**src/rtl/fpu_pkg.sv**
```systemverilog
// Shared types and helpers for the sequential floating-point add/sub unit.
// Latency: n/a (types, constants and a pure packing function only).
// Backpressure: n/a.
package fpu_pkg;

  typedef enum logic [2:0] {
    IDLE,
    ALIGN,
    ADD,
    NORM,
    PACK
  } state_t;

  // Bit positions inside the one-hot status word.
  localparam int STAT_EXACT   = 0;
  localparam int STAT_OVF     = 1;
  localparam int STAT_UNF     = 2;
  localparam int STAT_INEXACT = 3;

  // Assembles {sign, exp, mant} for any field widths up to 64 bits total;
  // fields are masked to their widths so stray upper bits cannot leak in.
  function automatic logic [63:0] pack_word(input logic        sign,
                                            input logic [63:0] exp,
                                            input logic [63:0] mant,
                                            input int          exp_w,
                                            input int          mant_w);
    logic [63:0] emask;
    logic [63:0] mmask;
    emask = (64'd1 << exp_w) - 64'd1;
    mmask = (64'd1 << mant_w) - 64'd1;
    return ({63'd0, sign} << (exp_w + mant_w)) | ((exp & emask) << mant_w) | (mant & mmask);
  endfunction

endpackage

```
**src/rtl/fpu_unpack.sv**
```systemverilog
// Splits a packed float into sign, exponent and extended significand.
// Latency: combinational.
// Backpressure: none; pure function of the input word.
module fpu_unpack
  import fpu_pkg::*;
#(
  parameter  int EXP_W  = 6,
  parameter  int MANT_W = 25,
  localparam int W      = 1 + EXP_W + MANT_W,
  localparam int SIG_W  = MANT_W + 5
) (
  input  logic [W-1:0]      word,
  output logic              sign,
  output logic [EXP_W-1:0]  exp,
  output logic [SIG_W-1:0]  sig
);

  logic is_zero;

  // Significand layout: {carry, hidden, mant, guard, round, sticky}.
  // A zero exponent encodes zero, so the mantissa is discarded there.
  always_comb begin
    sign    = word[W-1];
    exp     = word[W-2:MANT_W];
    is_zero = (exp == '0);
    sig     = is_zero ? '0 : {2'b01, word[MANT_W-1:0], 3'b000};
  end

endmodule

```
**src/rtl/fpu_addsub_seq.sv**
```systemverilog
// Multi-cycle float add/sub with bit-serial alignment and normalisation.
// Latency: d'+n+4 cycles from the start-sampling edge (d' = clamped exp diff, n = left shifts).
// Backpressure: start is only sampled in IDLE; busy high while in flight, done pulses one cycle.
module fpu_addsub_seq
  import fpu_pkg::*;
#(
  parameter  int EXP_W  = 6,
  parameter  int MANT_W = 25,
  parameter  int BIAS   = 2**(EXP_W-1) - 1,
  localparam int W      = 1 + EXP_W + MANT_W
) (
  input  logic         clock100KHz,
  input  logic         reset,
  input  logic         start,
  input  logic         op_sel,
  input  logic [W-1:0] op_A_in,
  input  logic [W-1:0] op_B_in,
  output logic         busy,
  output logic         done,
  output logic [W-1:0] data_out,
  output logic [3:0]   status_out
);

  localparam int SIG_W  = MANT_W + 5;
  localparam int MAX_SH = MANT_W + 3;
  localparam int CNT_W  = $clog2(MAX_SH + 1);
  localparam int EMAX   = 2**EXP_W - 1;

  // The datapath never needs the bias (only exponent differences matter),
  // but a bias outside the exponent range is a configuration error.
  if (BIAS <= 0 || BIAS >= EMAX) begin : g_bias_check
    $error("fpu_addsub_seq: BIAS out of range");
  end

  state_t state, state_d;

  logic             a_sign, b_sign_raw, b_sign;
  logic [EXP_W-1:0] a_exp, b_exp;
  logic [SIG_W-1:0] a_sig, b_sig;

  logic             big_sign, small_sign, res_sign, unf;
  logic [EXP_W:0]   exp_r;
  logic [SIG_W-1:0] big_sig, small_sig;
  logic [CNT_W-1:0] cnt;

  logic             a_big;
  logic [EXP_W-1:0] exp_diff;
  logic [CNT_W-1:0] sh_c;
  logic [SIG_W-1:0] mag_sum, mag_diff;
  logic             norm_done;

  fpu_unpack #(.EXP_W(EXP_W), .MANT_W(MANT_W)) u_unpack_a (
    .word (op_A_in),
    .sign (a_sign),
    .exp  (a_exp),
    .sig  (a_sig)
  );

  fpu_unpack #(.EXP_W(EXP_W), .MANT_W(MANT_W)) u_unpack_b (
    .word (op_B_in),
    .sign (b_sign_raw),
    .exp  (b_exp),
    .sig  (b_sig)
  );

  // Capture-time operand ordering, clamped shift distance and add/sub magnitudes.
  always_comb begin
    b_sign    = b_sign_raw ^ op_sel;
    a_big     = (a_exp >= b_exp);
    exp_diff  = a_big ? (a_exp - b_exp) : (b_exp - a_exp);
    sh_c      = (32'(exp_diff) > MAX_SH) ? CNT_W'(MAX_SH) : CNT_W'(exp_diff);
    mag_sum   = big_sig + small_sig;
    mag_diff  = big_sig - small_sig;
    norm_done = big_sig[SIG_W-1] || (big_sig == '0) || big_sig[SIG_W-2]
                || (exp_r <= (EXP_W+1)'(1));
  end

  // FSM state register.
  always_ff @(posedge clock100KHz or negedge reset) begin
    if (!reset) state <= IDLE;
    else        state <= state_d;
  end

  // Next-state sequencing through align, add, normalise and pack.
  always_comb begin
    state_d = state;
    case (state)
      IDLE:    if (start) state_d = ALIGN;
      ALIGN:   if (cnt == '0) state_d = ADD;
      ADD:     state_d = NORM;
      NORM:    if (norm_done) state_d = PACK;
      PACK:    state_d = IDLE;
      default: state_d = IDLE;
    endcase
  end

  // Datapath registers and result/status outputs.
  always_ff @(posedge clock100KHz or negedge reset) begin
    if (!reset) begin
      busy       <= 1'b0;
      done       <= 1'b0;
      data_out   <= '0;
      status_out <= '0;
      big_sign   <= 1'b0;
      small_sign <= 1'b0;
      res_sign   <= 1'b0;
      unf        <= 1'b0;
      exp_r      <= '0;
      big_sig    <= '0;
      small_sig  <= '0;
      cnt        <= '0;
    end else begin
      done <= 1'b0;
      case (state)
        IDLE: begin
          if (start) begin
            big_sign   <= a_big ? a_sign : b_sign;
            small_sign <= a_big ? b_sign : a_sign;
            exp_r      <= {1'b0, (a_big ? a_exp : b_exp)};
            big_sig    <= a_big ? a_sig : b_sig;
            small_sig  <= a_big ? b_sig : a_sig;
            cnt        <= sh_c;
            unf        <= 1'b0;
            busy       <= 1'b1;
          end
        end
        ALIGN: begin
          // Bits falling off the bottom are folded into sticky.
          if (cnt != '0) begin
            small_sig <= {1'b0, small_sig[SIG_W-1:2], small_sig[1] | small_sig[0]};
            cnt       <= cnt - 1'b1;
          end
        end
        ADD: begin
          // Both significands have a clear carry bit, so a set top bit of
          // the difference means small > big.
          if (big_sign == small_sign) begin
            big_sig  <= mag_sum;
            res_sign <= big_sign;
          end else if (mag_diff[SIG_W-1]) begin
            big_sig  <= small_sig - big_sig;
            res_sign <= small_sign;
          end else begin
            big_sig  <= mag_diff;
            res_sign <= big_sign;
          end
        end
        NORM: begin
          if (big_sig[SIG_W-1]) begin
            big_sig <= {1'b0, big_sig[SIG_W-1:2], big_sig[1] | big_sig[0]};
            exp_r   <= exp_r + 1'b1;
          end else if ((big_sig == '0) || big_sig[SIG_W-2]) begin
            // already normalised (or zero)
          end else if (exp_r <= (EXP_W+1)'(1)) begin
            unf <= 1'b1;
          end else begin
            big_sig <= big_sig << 1;
            exp_r   <= exp_r - 1'b1;
          end
        end
        PACK: begin
          busy <= 1'b0;
          done <= 1'b1;
          if (exp_r > (EXP_W+1)'(EMAX)) begin
            data_out   <= {res_sign, {(W-1){1'b1}}};
            status_out <= 4'b0001 << STAT_OVF;
          end else if (unf) begin
            data_out   <= '0;
            status_out <= 4'b0001 << STAT_UNF;
          end else if (big_sig == '0) begin
            data_out   <= '0;
            status_out <= 4'b0001 << STAT_EXACT;
          end else begin
            data_out   <= W'(pack_word(res_sign, 64'(exp_r[EXP_W-1:0]),
                                       64'(big_sig[MANT_W+2:3]), EXP_W, MANT_W));
            status_out <= (|big_sig[2:0]) ? (4'b0001 << STAT_INEXACT)
                                          : (4'b0001 << STAT_EXACT);
          end
        end
        default: ;
      endcase
    end
  end

endmodule

```
**config.mk**
```make
export PLATFORM = sky130hd
export DESIGN_NAME = fpu_addsub_seq
export DESIGN_NICKNAME = d
export VERILOG_FILES = /design/src/rtl/fpu_pkg.sv /design/src/rtl/fpu_unpack.sv /design/src/rtl/fpu_addsub_seq.sv
export SDC_FILE = /design/constraint.sdc
export NUM_CORES = 1
export LEC_CHECK = 0
export CAP_MARGIN = 25
export CORE_UTILIZATION = 35
export DETAILED_ROUTE_END_ITERATION = 10
export GPL_TIMING_DRIVEN = 0
export SETUP_SLACK_MARGIN = 0.4
export SLEW_MARGIN = 40
export SYNTH_ARGS = -nofsm -noshare
export SYNTH_HDL_FRONTEND = slang
export SYNTH_SLANG_ARGS = --single-unit
```
**constraint.sdc**
```tcl
create_clock -name clock100KHz -period 4.3 [get_ports clock100KHz]
set_input_delay 0.86 -clock clock100KHz [delete_from_list [all_inputs] [get_ports clock100KHz]]
set_output_delay 0.86 -clock clock100KHz [all_outputs]
set_load 0.005 [all_outputs]
```
* Word-level counts from Yosys, hierarchy flattened
Index checks and enable logic that the tools add are counted.
** Word-level totals
- Logic and storage cells :: 116
- Bits of input ports :: 68
- Register bits after elaboration :: 117
- Output and inout port bits :: 38
** Operators by class
- Add/sub/neg operators :: 8
- Bitwise operators :: 5
- Multiplexer cells :: 48
- Reduce and logical (&&, ||, !) cells :: 23
- Order comparisons :: 4
- Equality and inequality tests :: 14
** Operators with widths (count)
- 30-bit two-way mux :: 10
- 32-bit two-way mux :: 3
- 30-bit one-hot mux with 3 select lines :: 1
- 30-bit one-hot mux with 2 select lines :: 1
- 30-bit subtractor :: 2
- 29-bit two-way mux :: 2
- 32-bit by 25-bit bitwise OR with 32-bit output :: 1
- 32-bit by 31-bit bitwise OR with 32-bit output :: 1
- 30-bit adder :: 1
- 30-bit zero test :: 1
- 7-bit two-way mux :: 4
- 4-bit two-way mux :: 4
- 5-bit two-way mux :: 3
- 2-bit != test, second input constant :: 7
- 7-bit one-hot mux with 2 select lines :: 1
- 6-bit zero test :: 2
- 6-bit two-way mux :: 2
- 3-bit one-hot mux with 4 select lines :: 1
- 6-bit subtractor :: 2
- 1-bit two-way mux :: 10
- 5-bit one-hot mux with 2 select lines :: 1
- 3-bit two-way mux :: 3
- 4-bit AND reduction :: 2
- 7-bit by 1-bit adder with 7-bit output, second input constant :: 1
- 24 further kinds :: 36

* Depth between registers and ports, before layout
- Word-level depth :: 6
- Depth in mapped cells :: 16
- Gate-level depth less buffers :: 14

* Cells and area by module
From an unflattened synthesis, not the netlist that was laid out.
** Unflattened totals
- Cell total of the unflattened synthesis :: 1684
- Area total of the unflattened synthesis :: 12610.8 um^2
** By module, submodules not included
- fpu_addsub_seq :: area an instance 11945.2 um^2, cells an instance 1596, sequential area each 2927.8 um^2, times used 1
- fpu_unpack :: area an instance 332.8 um^2, cells an instance 44, sequential area each 0.0 um^2, times used 2

* Worst setup path before layout
No wires, ideal clock.
- Path kind :: input port to flip-flop
- From :: input port op_A_in[25]
- To :: register big_sig[18]
- Slack :: 929 ps
- Setup time :: 137 ps
- Data required time :: 4163 ps
- Stages :: 15
- Buffers on the path :: 4
- Data arrival time :: 3234 ps
- Cell sequence :: inv_1 > ha_1 > fa_1 > nor2b_1 > o21ai_1 > nand3_1 > a21o_1 > a21o_1 > buf_2 > buf_1 > buf_2 > buf_1 > o21ai_0 > a22oi_1 > o21ai_0
** On the way
- Longest elaborated chain between the ends :: 5
- Elaborated cells between the ends (all ways) :: 6
- Classes of those cells :: 1 x order compare; 4 x mux; 1 x reduce/logical
** Ends and longest elaborated chain
- start, declared :: RTL line fpu_addsub_seq.sv:16 : input logic [W-1:0] op_A_in,
- parallel branches: the longest is 2 deep, another holds 6-bit >= comparator
- 30-bit two-way mux * :: RTL line fpu_addsub_seq.sv:120 : big_sig <= a_big ? a_sig : b_sig;
- 30-bit two-way mux * :: RTL line fpu_addsub_seq.sv:116 : if (start) begin
- 30-bit one-hot mux with 3 select lines * :: RTL line fpu_addsub_seq.sv:114 : case (state)
- end signal, assigned :: RTL line fpu_addsub_seq.sv:120
- end signal, assigned :: RTL line fpu_addsub_seq.sv:138 : big_sig <= mag_sum;
- end signal, assigned :: RTL line fpu_addsub_seq.sv:141 : big_sig <= small_sig - big_sig;
- end, declared :: RTL line fpu_addsub_seq.sv:43 : logic [SIG_W-1:0] big_sig, small_sig;
Every way passes the cells marked *. The select of a mux whose other input is x is not followed.
A chain may end at the register's enable or synchronous reset.

* Final worst setup path
- From :: input port start
- To :: register small_sig[25]
** On the way
- Longest elaborated chain between the ends :: 2
** Ends and longest elaborated chain
- start, declared :: RTL line fpu_addsub_seq.sv:14 : input logic start,
- 2-bit != test (no source line)
- 3-bit AND reduction (no source line)
- end signal, assigned :: RTL line fpu_addsub_seq.sv:121 : small_sig <= a_big ? b_sig : a_sig;
- end signal, assigned :: RTL line fpu_addsub_seq.sv:130 : small_sig <= {1'b0, small_sig[SIG_W-1:2], small_sig[1] | small_sig[0]};
- end, declared :: RTL line fpu_addsub_seq.sv:43
Every way passes these cells.

==> flow_metrics.env <==
export IMPL_hold_violations=0
export IMPL_num_nets_final=1925
export IMPL_die_area_sq_mm=0.0347
export IMPL_r2r_end="big_sig[3]"
export IMPL_reg2reg_depth=14
export IMPL_antenna_cells=0
export IMPL_die_h_um=186
export IMPL_grt_max_degree=65
export IMPL_areaGrowthSynthToFinish_pct=20.5
export IMPL_drive_above_1_share_pct=7.44
export IMPL_ys_seq_elements=116
export IMPL_finalCritPeriodShare_pct=88.8
export IMPL_cp_required_ps=4620
export IMPL_clock_latency_ps=430
export IMPL_io_buffer_count=105
export IMPL_synth_enable_flop_cells=0
export IMPL_rsz0062_at_grt="true"
export IMPL_min_period_ps=3820
export IMPL_coreArea_sq_mm=0.0334
export IMPL_fmax_ghz=0.262
export IMPL_critical_path_max_stage_delay_ps=700
export IMPL_report_final_slew_viol_count=0
export IMPL_synthFlopType="dfrtp_1"
export IMPL_max_cap_violations=0
export IMPL_cp_arrival_ps=4140
export IMPL_critPathSlowestCell="clkbuf_1"
export IMPL_groute_usage_overall_pct=31.0
export IMPL_antenna_found_initial=2
export IMPL_htreeDepth=4
export IMPL_placed_cells=2169
export IMPL_critPathMaxFanout=10
export IMPL_grt_pass1_vias=13200
export IMPL_cp_num_buf_inv=3
export IMPL_startpoint="start"
export IMPL_drc=0
export IMPL_critical_path_top_delay_family="buffers and inverters"
export IMPL_io_pins=106
export IMPL_path_cells="clkdlybuf4s50_1 > a21oi_1 > nor2_1 > nand2_1 > o21ai_1 > clkbuf_1 > clkbuf_1 > o211ai_1 > o21ai_0"
export IMPL_stdcell_count=2208
export IMPL_synth_nets=1793
export IMPL_yosys_warnings=0
export IMPL_final_area_sq_mm=0.0143
export IMPL_clockRootBuffer="clkbuf_16"
export IMPL_reg2reg_slack_ps=490
export IMPL_gp_congestion=1.00
export IMPL_wirelength_um=54900
export IMPL_path_depth=9
export IMPL_die_x_um=186
export IMPL_num_rows=67
export IMPL_place_area_sq_mm=0.0135
export IMPL_vias=13700
export IMPL_async_reset_ff_share_pct=100
export IMPL_synth_seq_area_share_pct=24.4
export IMPL_final_setup_viol_count=0
export IMPL_wl_per_cell_um=24.9
export IMPL_syn_avg_cell_area_sq_um=7.36
export IMPL_finClkSkew_ps=12.7
export IMPL_synth_distinct_cells=85
export IMPL_critPathMostFrequentCell="clkbuf_1"
export IMPL_startpoint_type="input pin"
export IMPL_start_util_pct=35.5
export IMPL_hold_class="input pin to asynchronous set/reset pin"
export IMPL_endpoint_kind="flip-flop"
export IMPL_tritoncts_num_buffers=17
export IMPL_status="finished clean"
export IMPL_cts_sinks=116
export IMPL_dr_pass1_iters=6
export IMPL_ant_nets=0
export IMPL_cts_tree="built"
export IMPL_clock_path_buffers=2
export IMPL_hpwl_um=42700
export IMPL_grt_overflow=0
export IMPL_dr_first_iter_drc_count=1797
export IMPL_netlist_area_sq_mm=0.0119
export IMPL_r2r_start="big_sig[7]"
export IMPL_grt_pass1_wl_um=82000
export IMPL_slew_limit_headroom_pct=39.9
export IMPL_syn_instance_count=1615
export IMPL_vias_per_cell=6.19
export IMPL_crit_type="input pin to flip-flop"
export IMPL_postCtsHoldBufs=0
export IMPL_setup_tns_ps=0
export IMPL_worst_pin_slew_ps=898
export IMPL_clk_pin_slew_ps=60
export IMPL_endpoint="small_sig[25]"
-- layout by cell type, fill, tap and decap left out, types with 7 or more instances in the layout --
cell,instances
mux2i_1,19
o21ai_0,138
nand3_1,57
a211oi_1,20
clkbuf_16,17
ha_1,105
o211ai_1,63
clkbuf_1,61
nand4_1,14
or2_2,7
buf_4,18
clkbuf_2,8
nor2b_1,11
nor2_1,161
o31ai_1,19
or3_1,11
clkdlybuf4s50_1,103
dfrtp_2,12
xnor2_1,28
a31oi_1,24
o21a_1,10
o21ai_1,11
o21bai_1,18
a21o_1,24
nor3_1,39
dfrtp_1,104
nand2b_1,7
nand2_1,166
a21oi_1,144
nor4_1,14
a221oi_1,14
inv_1,116
buf_1,13
o22ai_1,24
buf_2,18
-- stage by stage --
stage               hold WS, ps  worst slack, ps  util [%]
detailed placement          468             -641      40.5
global route                384              341      42.8
floorplan                   450              929         -
global placement            466            -2550      40.4
CTS                         370              410      42.6
finish                      366              482      42.8
-- what timing repair did --
item	CTS	global route
setup endpoints to repair	63	62
gates resized for setup	20	29
buffers inserted	3	4
pin swaps	1	3
-- cell type report --
| cell class | count | area [sq um] |
|---|---|---|
| Clock inverter | 9 | 151 |
| Multi-Input combinational cell | 1266 | 8090 |
| Buffer | 114 | 547 |
| Sequential cell | 116 | 2920 |
| Timing Repair Buffer | 113 | 1150 |
| Fill cell | 3503 | 19100 |
| Clock buffer | 23 | 468 |
| Tap cell | 448 | 561 |
| Inverter | 119 | 447 |
-- worst min path at each step --
stage	slack, ps	endpoint	cells past startpoint
final	370	data_out[29]	1
after global routing	380	data_out[28]	1
after CTS	370	data_out[29]	1
after detailed placement	470	status_out[1]	2
after global placement	470	busy	2
after floorplan	450	res_sign	2
-- sequential cells by signal (all words and copies together), names as in the netlist --
name / cells
big_sig: 30
big_sign: 1
busy: 1
cnt: 5
data_out: 32
done: 1
exp_r: 7
res_sign: 1
small_sig: 29
small_sign: 1
state: 3
status_out: 4
unf: 1
-- Yosys cell counts, drive strengths merged, types with 20 or more instances --
library cell | instances | area (sq um)
nor2 | 161 | 604
clkbuf | 65 | 244
nor3 | 39 | 195
a211oi | 21 | 158
o22ai | 25 | 163
o21ai | 149 | 746
nand3 | 57 | 285
a21oi | 148 | 748
dfrtp | 116 | 2900
a21o | 24 | 180
buf | 49 | 245
nand2 | 166 | 623
inv | 118 | 443
xnor2 | 29 | 254
a31oi | 25 | 163
ha | 105 | 1310
o31ai | 20 | 155
o211ai | 66 | 519
-- per-layer routing --
| metal | routed length (um) | vias up | global-route usage, % |
|---|---|---|---|
| met5 | 116 | - | 1.92 |
| met4 | 3030 | 6 | 15.6 |
| met3 | 5810 | 188 | 7.81 |
| met2 | 23800 | 917 | 47.4 |
| met1 | 22100 | 6481 | 40.3 |
| li1 | - | 6080 | - |
-- kinds of logic (layout without fill, tap and decap cells) --
kind of cell               after synthesis  count (layout)  share of synthesized area, %
xor gates and xnor gates                33              33                          2.43
AOI/OAI and AO/OA                      592             592                          32.2
DFF                                    116             116                          24.4
adders and majority gates              110             110                          11.9
buffers and inverters                  233             378                          7.87
muxes                                   24              24                          2.07
and+or+nand+nor                        507             507                          19.1
Power is left out: the tool's default activity adds up to more than one toggle a clock period on the data nets, which glitch-free logic cannot reach.
